--- src/rtl/png_pkg.sv ---
// Shared constants, tag widths and FSM state type for the PNG frame packer.
package png_pkg;

  localparam int FRAME_BYTES = 69;
  localparam int IP_W        = 32;
  localparam int PORT_W      = 16;
  localparam int SIG_BYTES   = 8;

  localparam logic [63:0] PNG_SIG = 64'h89504E470D0A1A0A;

  typedef enum logic [1:0] {
    IDLE = 2'd0,
    FILL = 2'd1,
    HOLD = 2'd2
  } state_t;

  // Byte idx (0 = first on the wire) of the eight-byte PNG signature.
  function automatic logic [7:0] sig_byte(input logic [2:0] idx);
    return PNG_SIG[63 - 8*idx -: 8];
  endfunction

endpackage

--- src/rtl/png_sig_check.sv ---
// On-the-fly comparator for the first eight bytes of a frame against the PNG
// signature. The mismatch flag is sticky until the next frame start.
module png_sig_check
  import png_pkg::*;
#(
  parameter int CNT_W = 7
) (
  input  logic             clk,
  input  logic             rst,
  input  logic             clr,
  input  logic [7:0]       data,
  input  logic [CNT_W-1:0] index,
  input  logic             accept,
  output logic             mismatch
);

  logic in_sig;
  logic bad_byte;

  assign in_sig   = (index < CNT_W'(SIG_BYTES));
  assign bad_byte = accept && in_sig && (data != sig_byte(index[2:0]));

  // A frame start restarts the comparison; the start cycle's byte is byte 0.
  always_ff @(posedge clk) begin
    if (rst) begin
      mismatch <= 1'b0;
    end else if (clr) begin
      mismatch <= bad_byte;
    end else if (bad_byte) begin
      mismatch <= 1'b1;
    end
  end

endmodule

--- src/rtl/png_frame_packer.sv ---
// Byte-stream receive packer: collects FRAME_BYTES bytes into one wide frame
// word tagged with source ip/port and holds it for a valid/ready consumer.
// Optional build macro PNG_SIG_CHECK_EN adds the PNG signature checker and
// the sig_err output.
module png_frame_packer #(
  parameter  int FRAME_BYTES = png_pkg::FRAME_BYTES,
  parameter  int CNT_W       = 7,
  localparam int DATA_W      = FRAME_BYTES * 8
) (
  input  logic              clk,
  input  logic              rst,
  input  logic              istart,
  input  logic              ivalid,
  input  logic [7:0]        ibyte,
  output logic              iready,
  input  logic [31:0]       ip_in,
  input  logic [15:0]       port_in,
  output logic [DATA_W-1:0] frame_out,
  output logic [31:0]       ip_out,
  output logic [15:0]       port_out,
  output logic              frame_valid,
  input  logic              frame_ready,
  output logic [CNT_W-1:0]  byte_count,
  output logic              abort,
  output logic              drop
`ifdef PNG_SIG_CHECK_EN
  ,
  output logic              sig_err
`endif
);

  import png_pkg::*;

  localparam int POS_W = $clog2(DATA_W);

  state_t           state;
  logic             start_ok;
  logic             byte_wr;
  logic             last_byte;
  logic [CNT_W-1:0] wr_idx;
  logic [POS_W-1:0] bit_hi;

  // A start restarts the frame, so its same-cycle byte lands at index 0.
  assign start_ok  = istart && iready;
  assign byte_wr   = ivalid && iready && ((state == FILL) || istart);
  assign wr_idx    = istart ? '0 : byte_count;
  assign last_byte = (wr_idx == CNT_W'(FRAME_BYTES - 1));
  assign bit_hi    = POS_W'(DATA_W - 1 - 8 * int'(wr_idx));

  // Control FSM with registered handshake, tag, frame and pulse outputs.
  always_ff @(posedge clk) begin
    if (rst) begin
      state       <= IDLE;
      iready      <= 1'b0;
      frame_valid <= 1'b0;
      byte_count  <= '0;
      frame_out   <= '0;
      ip_out      <= '0;
      port_out    <= '0;
      abort       <= 1'b0;
      drop        <= 1'b0;
    end else begin
      abort <= 1'b0;
      drop  <= 1'b0;
      case (state)
        IDLE, FILL: begin
          iready <= 1'b1;
          if (start_ok) begin
            ip_out     <= ip_in;
            port_out   <= port_in;
            frame_out  <= '0;
            byte_count <= '0;
            state      <= FILL;
            if (state == FILL) abort <= 1'b1;
          end else if ((state == IDLE) && (istart || ivalid)) begin
            drop <= 1'b1;
          end
          if (byte_wr) begin
            frame_out[bit_hi -: 8] <= ibyte;
            byte_count             <= wr_idx + CNT_W'(1);
            if (last_byte) begin
              state       <= HOLD;
              frame_valid <= 1'b1;
              iready      <= 1'b0;
            end
          end
        end
        HOLD: begin
          if (frame_ready) begin
            state       <= IDLE;
            frame_valid <= 1'b0;
            byte_count  <= '0;
            iready      <= 1'b1;
          end
          if (istart || ivalid) drop <= 1'b1;
        end
        default: begin
          state  <= IDLE;
          iready <= 1'b1;
        end
      endcase
    end
  end

`ifdef PNG_SIG_CHECK_EN
  logic sig_mismatch;

  png_sig_check #(
    .CNT_W(CNT_W)
  ) u_sig_check (
    .clk      (clk),
    .rst      (rst),
    .clr      (start_ok),
    .data     (ibyte),
    .index    (wr_idx),
    .accept   (byte_wr),
    .mismatch (sig_mismatch)
  );

  assign sig_err = frame_valid && sig_mismatch;
`endif

endmodule

--- config.mk ---
export PLATFORM = sky130hd
export DESIGN_NAME = png_frame_packer
export DESIGN_NICKNAME = d
export VERILOG_FILES = /design/src/rtl/png_pkg.sv /design/src/rtl/png_sig_check.sv /design/src/rtl/png_frame_packer.sv
export SDC_FILE = /design/constraint.sdc
export NUM_CORES = 2
export LEC_CHECK = 0
export ABC_CLOCK_PERIOD_IN_PS = 3540
export BUFFER_PORTS_ARGS = -buffer_cell sky130_fd_sc_hd__buf_4
export CORE_AREA = 2 2 264 266
export DETAILED_ROUTE_END_ITERATION = 6
export DIE_AREA = 0 0 266 268
export SLEW_MARGIN = 0
export SYNTH_ARGS = -nofsm -noshare
export SYNTH_HDL_FRONTEND = slang
export SYNTH_SLANG_ARGS = --single-unit
--- constraint.sdc ---
create_clock -name clk -period 3.54 [get_ports clk]
set_input_delay 0.708 -clock clk [delete_from_list [all_inputs] [get_ports clk]]
set_output_delay 0.708 -clock clk [all_outputs]
set_load 0.05 [all_outputs]
==> qor.csv <==
metric;value;unit
result_of_the_run;finished, violations left;
violations;DRC;
mappedNetlistNets;3017;
whs;311;ps
initial_core_util;0.369;
grt_max_degree;86;
drt-pass1-iter-count;7;
critical-path-slowest-cell;nor3_1;
synth-seq-area-share;0.487;
r2r-start;iready;
critical_path.cell_chain;nand4b_1 -> nor3_1 -> buf_4 -> nand4_1 -> buf_12 -> nor3_1 -> a22oi_1 -> a21oi_1;
clk_transition_reported_paths;60;ps
netlist-cell-type-count;82;
place_congestion;0.990;
initialDrtViolationCount;3350;
routed_via_density;6.00;
slew_headroom;0.235;
layout.nets;3799;
cts_buffers;70;
crit_required;4070;ps
start_kind;flip-flop;
timing.final.setup_violations;0;
clockRootBuffer;clkbuf_16;
grt_first_pass_wirelength;183;mm
arrival;3760;ps
globalRouteTotalUtil;0.345;
dp_hpwl;96.5;mm
reg2reg_depth;8;
antenna_violating_nets_post_route;0;
power_switching_share;0.241;
timing.setup.critical_path_class;flip-flop to flip-flop;
worst_ir_drop_vdd;0.000296;V
place_worst_setup_slack;-18.7;ps
cts_htree_levels;3;
synth_seq_cells;613;
worstSetupEndpointType;flip-flop;
cts_tree;built;
fp-row-count;96;
antenna_found_initial;0;
synth_enable_flop_cells;0;
hold_end;frame_valid;
total_leakage_power;0.0150;uW
vias;28000;
share_seq_of_total_power;0.446;
fin_tns_setup;0;ps
floorplan.die.width;266;um
switching_power;3750;uW
avgSynthCellArea;8.54;um^2
global_route.overflow_total;0;
clockBufferDepth;3;
delay_of_the_slowest_critical_path_stage;860;ps
floorplan.io_pins;672;
most-common-layout-cells;931 x buf_4, 611 x dfxtp_1, 522 x nand2_1;
worstSkewPairLatency;620;ps
die_boundary_height;268;um
mostFrequentLayoutCell;buf_4;
endpoints_failing_hold;0;
power_report.internal_total;11800;uW
numClockSinks;613;
holdPathStages;2;
critical_path_peak_fanout;8;
regToRegEndpoint;frame_out[96];
pwr-share-comb;0.056;
final_layout_size_suffix_gt1_frac;0.304;
timing.final.crit_period;3230;ps
min-delay-path-class;input port to flip-flop;
tightest_slew;1140;ps
fmax;0.310;GHz
number_of_global_route_vias_before_repair;25900;
wl_per_cell;27.7;um
coreArea;68200;um^2
timing.reg2reg.setup_slack;310;ps
max_cap_viol_count;0;
cpLargestDelayFamily;simple AND/OR/NAND/NOR gates;
syn_inst;2952;
power.density;443;nW/um^2
total_wirelength;129;mm
synth_warnings;0;
finalWorstSetupSlack;312;ps
final-max-slew-violation-count;0;
final.fill_count;6596;
skew;28.2;ps
hold_path_startpoint;frame_ready;
synth-async-reset-ratio;0;
numPortBuffers;671;
synth-main-ff-cell;dfxtp_1;
cp_num_buf_inv;2;
syn2layout_area_growth;39.5;%
cp_common_cell;nor3_1;
power_frac_clock;0.499;
synthesis.area;25200;um^2
dieArea;71300;um^2
drc;2;
rsz0062_at_grt;false;
period_share;0.912;
## layout make-up
class | count | area [um^2] | area share
Antenna cell | 1 | 2.50 | 0.0000712
Clock buffer | 90 | 2020 | 0.0575
Clock inverter | 33 | 423 | 0.0120
Inverter | 17 | 63.8 | 0.00182
Multi-Input combinational cell | 2088 | 12000 | 0.342
Sequential cell | 613 | 12300 | 0.349
Tap cell | 882 | 1100 | 0.0314
Timing Repair Buffer | 944 | 7240 | 0.206
## worst max path at each step
stage | start | to | slack (ps) | cells after the start
floorplan | byte_count[1] | frame_out[385] | 280 | 11
global placement | istart | frame_out[100] | 30 | 12
detailed placement | istart | frame_out[96] | -20 | 12
CTS | byte_count[3] | frame_out[551] | 180 | 7
global route | byte_count[1] | frame_out[351] | 170 | 10
finish | iready | frame_out[96] | 310 | 8
## cells by family (layout without fill, tap and decap cells)
| family | after synthesis | in the layout | share of synthesized area |
|---|---|---|---|
| multiplexers | 3 | 3 | 0.00119 |
| other | 0 | 1 | 0 |
| AO/OA/AOI/OAI | 1024 | 1024 | 0.273 |
| AND/OR/NAND/NOR | 1057 | 1057 | 0.197 |
| adder cells (fa/ha/maj) | 4 | 4 | 0.00199 |
| flip-flops | 613 | 613 | 0.487 |
| buffers and inverters | 251 | 1084 | 0.0403 |
## metal layers
layer,share of wire,GRT usage,vias to the layer above
li1,-,-,12500
met2,0.46,0.556,1555
met1,0.39,0.440,13600
met3,0.098,0.0849,296
met5,0,0,-
met4,0.045,0.151,0
## state kept, by name, summed over array words and instances (netlist names)
| register | count |
|---|---|
| port_out | 16 |
| byte_count | 7 |
| ip_out | 32 |
| frame_out | 552 |
| abort | 1 |
| frame_valid | 1 |
| iready | 1 |
| state | 2 |
| drop | 1 |
## through the flow
stage	area [um^2]	util	power, uW	std cells
after floorplan	25200	-	7560	2952
after global placement	32700	0.479	7940	4544
after detailed placement	32700	0.479	7940	4544
after CTS	35200	0.515	15600	4667
after global routing	35200	0.515	16000	4667
final	35200	0.515	15600	4668
## power groups by stage
stage / Combinational, uW / Clock [uW] / Sequential [uW]
after floorplan: 350 / 0 / 7210
after global placement: 839 / 0 / 7100
after detailed placement: 839 / 0 / 7100
after CTS: 840 / 7860 / 6950
after global routing: 891 / 8160 / 6950
final: 865 / 7780 / 6950
## synthesized netlist by cell type, drive strengths merged (38+ instances only)
| cell type | n | area (um^2) |
|---|---|---|
| o2bb2ai | 47 | 412 |
| o21ai | 175 | 895 |
| nor4 | 47 | 388 |
| a21o | 46 | 345 |
| a21oi | 288 | 1440 |
| o211ai | 68 | 510 |
| buf | 57 | 285 |
| nor3 | 84 | 524 |
| nand2 | 524 | 1970 |
| nand3 | 114 | 576 |
| nor2 | 144 | 548 |
| clkbuf | 177 | 666 |
| nand4 | 38 | 250 |
| a22oi | 143 | 1070 |
| dfxtp | 613 | 12300 |
## repair_timing
action | CTS | global route
resized for setup | 0 | 1
setup endpoints to repair | 0 | 4
endpoints found under the hold margin | 0 | 0
hold buffers | 0 | 0
buffers inserted | 0 | 0
(Power assumes the default switching activity.)
